==> config.mk <==
export PLATFORM = sky130hd
export DESIGN_NAME = seg_digit_counter
export DESIGN_NICKNAME = d
export VERILOG_FILES = /design/src/rtl/seg_pkg.sv /design/src/rtl/seg7_decode.sv /design/src/rtl/seg_digit_counter.sv
export SDC_FILE = /design/constraint.sdc
export NUM_CORES = 1
export LEC_CHECK = 0
export BUFFER_PORTS_ARGS = -buffer_cell sky130_fd_sc_hd__buf_2
export CAP_MARGIN = 30
export CORE_MARGIN = 5
export CORE_UTILIZATION = 63
export CTS_BUF_LIST = sky130_fd_sc_hd__clkbuf_8
export CTS_CLUSTER_DIAMETER = 80
export DETAILED_ROUTE_END_ITERATION = 8
export GPL_TIMING_DRIVEN = 0
export PLACE_DENSITY = 0.87
export SLEW_MARGIN = 25
export SYNTH_ARGS = -nofsm -noshare
export SYNTH_HDL_FRONTEND = slang
export SYNTH_HIERARCHICAL = 1
export SYNTH_SLANG_ARGS = --single-unit
==> constraint.sdc <==
create_clock -name clk -period 4.4 [get_ports clk]
set_clock_uncertainty 0.15 [all_clocks]
set_input_delay 0.44 -clock clk [delete_from_list [all_inputs] [get_ports clk]]
set_output_delay 0.44 -clock clk [all_outputs]
set_load 0.03 [all_outputs]
==> src/rtl/seg_pkg.sv <==
// Shared constants for the single-digit seven-segment stage: state encoding
// and segment patterns (active-high, bit0 = a ... bit6 = g).
package seg_pkg;

    localparam logic [1:0] ST_LAMP = 2'd0;
    localparam logic [1:0] ST_STOP = 2'd1;
    localparam logic [1:0] ST_RUN  = 2'd2;

    localparam logic [6:0] SEG_ALL_ON = 7'h7F;
    localparam logic [6:0] SEG_OFF    = 7'h00;

    // Entry 15 first so that SEG_HEX[d] selects the pattern for digit d.
    localparam logic [15:0][6:0] SEG_HEX = {
        7'h71, 7'h79, 7'h5E, 7'h39, 7'h7C, 7'h77, 7'h6F, 7'h7F,
        7'h07, 7'h7D, 7'h6D, 7'h66, 7'h4F, 7'h5B, 7'h06, 7'h3F
    };

endpackage

==> src/rtl/seg7_decode.sv <==
// Combinational hex-digit to seven-segment decoder.
module seg7_decode
    import seg_pkg::*;
(
    input  logic [3:0] digit,
    output logic [6:0] seg
);

    assign seg = SEG_HEX[digit];

endmodule

==> src/rtl/seg_digit_counter.sv <==
// Single-digit up/down counter driving a registered seven-segment pattern,
// with a lamp test after reset and a prescaler setting the count rate.
//
// state | meaning
// ------+-----------------------------------------------------------
// LAMP  | all segments on for LAMP_CYCLES cycles; run/load ignored
// STOP  | digit frozen, prescaler held at 0; loads accepted
// RUN   | digit steps once every DIV cycles in direction dir_i
module seg_digit_counter
    import seg_pkg::*;
#(
    parameter int DIV         = 4,
    parameter int MAX_DIGIT   = 9,
    parameter int LAMP_CYCLES = 8
) (
    input  logic       clk,
    input  logic       rst_n,
    input  logic       run_i,
    input  logic       dir_i,
    input  logic       load_i,
    input  logic [3:0] load_val_i,
    output logic [3:0] digit_o,
    output logic [6:0] seg_o,
    output logic       tick_o,
    output logic       wrap_o,
    output logic       lamp_o
);

    localparam int PMAX = (DIV > LAMP_CYCLES) ? DIV : LAMP_CYCLES;
    localparam int PW   = $clog2(PMAX);

    localparam logic [PW-1:0] DIV_LAST  = PW'(DIV - 1);
    localparam logic [PW-1:0] LAMP_LAST = PW'(LAMP_CYCLES - 1);
    localparam logic [3:0]    MAX_D     = 4'(MAX_DIGIT);

    logic [1:0]    state;
    logic [1:0]    state_nxt;
    logic [PW-1:0] presc;
    logic [PW-1:0] presc_nxt;
    logic [3:0]    digit_nxt;
    logic [3:0]    load_digit;
    logic          step;
    logic          wrap_nxt;
    logic [6:0]    seg_dec;

    assign load_digit = (load_val_i > MAX_D) ? 4'd0 : load_val_i;

    // Priority inside STOP/RUN: load, then stop request, then step.
    always_comb begin
        state_nxt = state;
        presc_nxt = presc;
        digit_nxt = digit_o;
        step      = 1'b0;
        wrap_nxt  = 1'b0;
        case (state)
            ST_LAMP: begin
                if (presc == LAMP_LAST) begin
                    state_nxt = ST_STOP;
                    presc_nxt = '0;
                end else begin
                    presc_nxt = presc + 1'b1;
                end
            end
            ST_STOP: begin
                presc_nxt = '0;
                if (load_i) begin
                    digit_nxt = load_digit;
                end else if (run_i) begin
                    state_nxt = ST_RUN;
                end
            end
            ST_RUN: begin
                if (load_i) begin
                    digit_nxt = load_digit;
                    presc_nxt = '0;
                end else if (!run_i) begin
                    state_nxt = ST_STOP;
                    presc_nxt = '0;
                end else if (presc == DIV_LAST) begin
                    presc_nxt = '0;
                    step      = 1'b1;
                    if (dir_i) begin
                        if (digit_o == MAX_D) begin
                            digit_nxt = 4'd0;
                            wrap_nxt  = 1'b1;
                        end else begin
                            digit_nxt = digit_o + 4'd1;
                        end
                    end else begin
                        if (digit_o == 4'd0) begin
                            digit_nxt = MAX_D;
                            wrap_nxt  = 1'b1;
                        end else begin
                            digit_nxt = digit_o - 4'd1;
                        end
                    end
                end else begin
                    presc_nxt = presc + 1'b1;
                end
            end
            default: begin
                state_nxt = ST_LAMP;
                presc_nxt = '0;
            end
        endcase
    end

    // Decoding the next digit keeps seg_o and digit_o changing on the same edge.
    seg7_decode u_seg7_decode (
        .digit (digit_nxt),
        .seg   (seg_dec)
    );

    always_ff @(posedge clk) begin
        if (!rst_n) begin
            state   <= ST_LAMP;
            presc   <= '0;
            digit_o <= 4'd0;
            seg_o   <= SEG_OFF;
            tick_o  <= 1'b0;
            wrap_o  <= 1'b0;
            lamp_o  <= 1'b0;
        end else begin
            state   <= state_nxt;
            presc   <= presc_nxt;
            digit_o <= digit_nxt;
            seg_o   <= (state == ST_LAMP) ? SEG_ALL_ON : seg_dec;
            tick_o  <= step;
            wrap_o  <= wrap_nxt;
            lamp_o  <= (state == ST_LAMP);
        end
    end

endmodule

-- After elaboration in Yosys (flattened, before gate mapping)
Memories as Yosys holds them, arrays and structs flattened.
Cells that the tools add are included.
- bits in read-only memories: 112
- register bits: 19
- bits in writable memories: 0
- output and inout port bits: 14
- bits in latches: 0
- memories: 1
- memory list (memory ; depth ; width ; read ports ; clocked after Yosys merged registers in ; wr ports ; line ; text):
    (name not given) ; 16 ; 7 ; 1 ; 0 ; 0 ; seg7_decode.sv:9 ; assign seg = SEG_HEX[digit];
- shift-type cells: 0
- equality and inequality tests: 10
- $mul: 0
- reductions and logical operators: 5
- order comparisons: 2
- bitwise operators: 4
- div/mod/pow operators: 0
- add/subtract/negate cells: 3
- muxes and demuxes: 26
- operator list (cell ; number):
    4-bit 2-to-1 mux ; 8
    7-bit 2-to-1 mux ; 2
    3-bit 2-to-1 mux ; 4
    2-bit 2-to-1 mux ; 5
    2-bit inequality test (second input constant) ; 5
    4-bit case mux with 2 select lines ; 1
    2-bit case mux with 3 select lines ; 1
    3-bit case mux with 2 select lines ; 1
    4-bit by 5-bit < comparator with 1-bit output (second input constant) ; 1
    5-bit AND reduction ; 1
    5-bit OR reduction ; 1
    4-bit by 1-bit adder with 4-bit output (second input constant) ; 1
    4-bit == test (second input constant) ; 1
    4-bit greater-than comparator (second input constant) ; 1
    4-bit logical NOT ; 1
    1-bit 2-to-1 mux ; 4
    1-bit inverter ; 4
    4-bit OR reduction ; 1
    4-bit by 1-bit subtractor with 4-bit output (second input constant) ; 1
    3-bit by 1-bit adder with 3-bit output (second input constant) ; 1
    3-bit by 2-bit == test with 1-bit output (second input constant) ; 1
    3-bit == test (second input constant) ; 1
    2-bit by 1-bit == test with 1-bit output (second input constant) ; 1
    2-bit == test (second input constant) ; 1
    2-bit logical NOT ; 1

-- Logic depth before layout (Yosys ltp)
- depth in word-level cells: 10
- mapped depth: 12

-- Modules after synthesis
The synthesis kept the hierarchy.
- by module, submodules not included (module ; area each (um^2) ; cells each ; times used):
    seg_digit_counter ; 1222.4 ; 148 ; 1
    seg7_decode ; 287.8 ; 33 ; 1

-- Worst setup path after synthesis
No wires, ideal clock.
- path kind: reg-to-reg
- start point: register digit_o[0]
- end point: register seg_o[3]
- required time: 4.122 ns
- arrival time: 2.771 ns
- cell stages (with the launch flop): 12
- setup time: 0.128 ns
- path slack: 1.352 ns
- cells stage by stage: dfxtp_1 -> inv_1 -> ha_1 -> or3b_1 -> a21oi_1 -> o31ai_1 -> a41o_1 -> inv_1 -> ha_1 -> mux4_1 -> nor2_1 -> nor2_1
- longest elaborated chain between the ends: 10
- elaborated cells on any way between the ends: 15
- RTL lines (element ; line ; text):
    start, declared ; seg_digit_counter.sv:22 ; output logic [3:0] digit_o,
    start signal, assigned ; seg_digit_counter.sv:126 ; digit_o <= digit_nxt;
    4-bit by 1-bit subtractor with 4-bit output (tied with other cells) ; seg_digit_counter.sv:94 ; digit_nxt = digit_o - 4'd1;
    4-bit 2-to-1 mux (on tied branches) ; seg_digit_counter.sv:90, seg_digit_counter.sv:83 ;
    4-bit 2-to-1 mux (*) ; seg_digit_counter.sv:82 ; if (dir_i) begin
    4-bit 2-to-1 mux (*) ; seg_digit_counter.sv:79 ; end else if (presc == DIV_LAST) begin
    4-bit 2-to-1 mux (*) ; seg_digit_counter.sv:76 ; end else if (!run_i) begin
    4-bit 2-to-1 mux (*) ; seg_digit_counter.sv:73 ; if (load_i) begin
    4-bit case mux with 2 select lines (*) ; seg_digit_counter.sv:55 ; case (state)
    via digit_nxt[1] ; seg_digit_counter.sv:40 ; logic [3:0] digit_nxt;
    memory 16 x 7 bit (*) ; n/a ;
    7-bit 2-to-1 mux (not written as such) (*) ; seg7_decode.sv:9 ;
    via seg_dec[3] ; seg_digit_counter.sv:44 ; logic [6:0] seg_dec;
    7-bit 2-to-1 mux (*) ; seg_digit_counter.sv:127 ; seg_o <= (state == ST_LAMP) ? SEG_ALL_ON : seg_dec;
    end signal, assigned ; seg_digit_counter.sv:127 ;
    end, declared ; seg_digit_counter.sv:23 ; output logic [6:0] seg_o,
Mark *: on every way through the listed nets, which the timed path passes. The rest lies on a longest branch. The select of a mux whose other input is x is not followed.
A chain may end at the register's enable or synchronous reset.

-- Worst setup path in the final report
- start point: register digit_o[1]
- end point: register seg_o[3]
- longest elaborated chain between the ends: 10
- elaborated cells on any way between the ends: 15
- RTL lines (element ; line):
    4-bit by 1-bit subtractor with 4-bit output (tied with other cells) ; seg_digit_counter.sv:94
    4-bit 2-to-1 mux (on tied branches) ; seg_digit_counter.sv:90, seg_digit_counter.sv:83
    4-bit 2-to-1 mux ; seg_digit_counter.sv:82
    4-bit 2-to-1 mux ; seg_digit_counter.sv:79
    4-bit 2-to-1 mux ; seg_digit_counter.sv:76
    4-bit 2-to-1 mux ; seg_digit_counter.sv:73
    4-bit case mux with 2 select lines (*) ; seg_digit_counter.sv:55
    via digit_nxt[1] ; seg_digit_counter.sv:40
    memory 16 x 7 bit (*) ; n/a
    7-bit 2-to-1 mux (not written as such) (*) ; seg7_decode.sv:9
    via seg_dec[3] ; seg_digit_counter.sv:44
    7-bit 2-to-1 mux (*) ; seg_digit_counter.sv:127
Marks and branches as above.

==> qor.yml <==
status:
  run_status: "complete, no violations"
place:
  place_congestion: 0.931
  dp_slack_ps: 1180
  io_buffers: 22
  dpl.hpwl_mm: 2.78
timing:
  hold_viol_final: 0
  finalSetupViolations: 0
  maxSlewViolCount: 0
  tightestPinTransition_ps: 578
  setup_ws_ps: 1140
  tns_ps: 0
  fin_crit_ps: 3260
  rsz0062_at_grt: "false"
  period_share_pct: 74.1
  max_freq_mhz: 307
  slew_headroom_pct: 61.4
yosys:
  synth_edf_count: 0
  yosys_warnings: 6
  netlist_instances: 181
  synth_nets: 209
  synth_top_flop_cell: "dfxtp_1"
  synth_cell_type_count: 53
  yosysSeqAreaShare_pct: 25.2
  synthesis.area_um2: 1510
  synth.avg_cell_area_um2: 8.34
  synth-seq-cells: 19
  async_reset_ff_share_pct: 0
pwr:
  irDropWorstVdd_v: 0.000197
  p_int_w: 0.000312
  power_switching_w: 0.000171
  pwr-share-clk_pct: 26.0
  power_frac_comb_pct: 33.5
  power_w: 0.000484
  seq_power_share_pct: 40.6
  p_sw_share_pct: 35.4
  leakage_nw: 0.717
  powerDensity_nw_per_um2: 284
cts:
  tritoncts: "yes"
  cts_made_buffers: 3
  post_cts_resized: 0
  cts_setup_buffers: 0
  clockBufferDepth: 2
  cts.clk_slew.worst_paths_ps: 80
  clk_latency_ps: 260
  cts_hold_buf: 0
  cts_root_buf: "clkbuf_8"
  cts.sinks: 19
  htreeDepth: 1
setup_path:
  r2r_setup_slack_ps: 1140
  crit_start: "digit_o[1]$_SDFF_PN0_"
  cp_data_required_time_ps: 4390
  crit_path_cell_trace: "inv_1, ha_1, or3b_1, a21oi_1, o31ai_1, a41o_1, inv_1, ha_1, inv_1, mux4_1, nor2_1, nor2_1"
  reg2regPathDepth: 12
  path_class: "reg -> reg"
  timing.rr.start: "digit_o[1]$_SDFF_PN0_"
  path_max_fanout: 9
  r2r-end: "seg_o[3]$_SDFF_PN0_"
  cp.arrival_ps: 3250
  crit_top_cell: "inv_1"
  end_kind: "flop"
  startpoint_type: "flop"
  slowest_delay_ps: 470
  cp_slowest_cell: "mux4_1"
floorplan:
  rows: 17
  io_pins: 23
  start_util_pct: 67.0
  die_area_um2: 3480
  die_h_um: 59.0
  core_um2: 2250
  die_w_um: 59.0
finish:
  final_core_util_pct: 75.5
  final_common_cell: "buf_2"
  area_growth_pct: 12.7
  nets: 236
  most-common-layout-cells: "buf_2 (25), nor2_1 (22), ha_1 (19), dfxtp_1 (19), inv_1 (17)"
  diodes: 0
  drive_gt1_share_pct: 20.8
hold_path:
  min-delay-start: "presc[0]$_SDFF_PN0_"
  holdPathEnd: "presc[0]$_SDFF_PN0_"
  whs_path_depth: 1
  min_path_type: "reg -> reg"
global_route:
  grt_pass1_vias: 1416
  grt_max_degree: 12
  grt_pass1_wl_mm: 6.19
  antenna_found_initial: 0
  grt_use_total_pct: 22.7
  grt_overflow: 0
routing:
  drtAntennaViolNets: 0
  drt_wl_total_mm: 3.65
  vias_per_cell: 6.12
  routedWlPerCell_um: 15.5
  via_count: 1439
  drc: 0
  drtPass1Iterations: 4
  drt-initial-drc-count: 45
run:
  max_cap_viol_count: 0
## synthesized netlist by cell type (3+ instances only)
library cell / n / area share (%)
nor2_1: 22 / 5.5
dfxtp_1: 19 / 25
ha_1: 19 / 16
inv_1: 17 / 4.2
a21oi_1: 14 / 4.6
o21ai_0: 8 / 2.7
nand2_1: 5 / 1.2
nand2b_1: 5 / 2.1
nor2b_1: 5 / 2.1
nor3_1: 5 / 1.7
buf_2: 3 / 0.99
clkbuf_1: 3 / 0.75
mux2_2: 3 / 2.2
o21ai_1: 3 / 0.99
## cell families (layout without fill, tap and decap cells)
group	Yosys count	in the layout	synth area share [%]
XOR/XNOR	1	1	0.580
AND/OR/NAND/NOR	64	64	24.3
adder cells (fa/ha/maj)	19	19	15.7
flip-flops	19	19	25.2
multiplexers	6	6	5.30
AO/OA/AOI/OAI	47	47	21.5
buffers and inverters	25	51	7.46
## area by class of cell
class | count | area (µm²)
multi-input combinational | 137 | 1020
fill | 191 | 553
sequential | 19 | 380
timing repair buffer | 22 | 110
inverter | 17 | 63.8
buffer | 8 | 48.8
clock buffer | 3 | 41.3
tap | 28 | 35.0
clock inverter | 1 | 5.00
## worst max-delay path by stage
stage / end / slack [ps] / cells after the start
floorplan: seg_o[3]$_SDFF_PN0_ / 1350 / 11
global placement: seg_o[3]$_SDFF_PN0_ / 1240 / 12
detailed placement: seg_o[3]$_SDFF_PN0_ / 1180 / 11
CTS: seg_o[3]$_SDFF_PN0_ / 1170 / 11
global route: seg_o[3]$_SDFF_PN0_ / 960 / 12
finish: seg_o[3]$_SDFF_PN0_ / 1140 / 12
## stage by stage
stage / area (µm²) / hold WS (ps) / cells
after floorplan: 1510 / 257 / 181
after global placement: 1660 / 274 / 231
after detailed placement: 1660 / 280 / 231
after CTS: 1700 / 289 / 235
after global routing: 1700 / 308 / 235
final: 1700 / 285 / 235
## sequential cells by signal, summed over array words and instances, names as in the netlist
signal / count
lamp_o: 1
tick_o: 1
state: 2
seg_o: 7
wrap_o: 1
digit_o: 4
presc: 3
## worst max-delay path, delay by kind of cell, from the launching register on
kind	cells	cell delay [ps]
fa+ha+maj	2	550
buf+inv	3	390
flops	1	410
mux	1	470
compound gates	3	660
simple gates	3	500
## routing by layer
| layer | wire length (µm) | up-vias | global-route usage [%] | part of all wire [%] |
|---|---|---|---|---|
| li1 | - | 688 | - | - |
| met1 | 1550 | 694 | 26.2 | 43 |
| met2 | 1860 | 47 | 40.1 | 51 |
| met3 | 145 | 10 | 3.51 | 4.0 |
| met4 | 83 | 0 | 11.3 | 2.3 |
| met5 | 0 | - | 0 | 0 |
## power groups by stage
stage	Sequential (W)	Clock (W)	Combinational [W]
floorplan	0.000213	0	0.000105
global placement	0.000199	0	0.000150
detailed placement	0.000200	0	0.000158
CTS	0.000196	0.000127	0.000160
global route	0.000198	0.000133	0.000180
finish	0.000196	0.000126	0.000162
No activity file was read; power rests on OpenSTA's default activity.
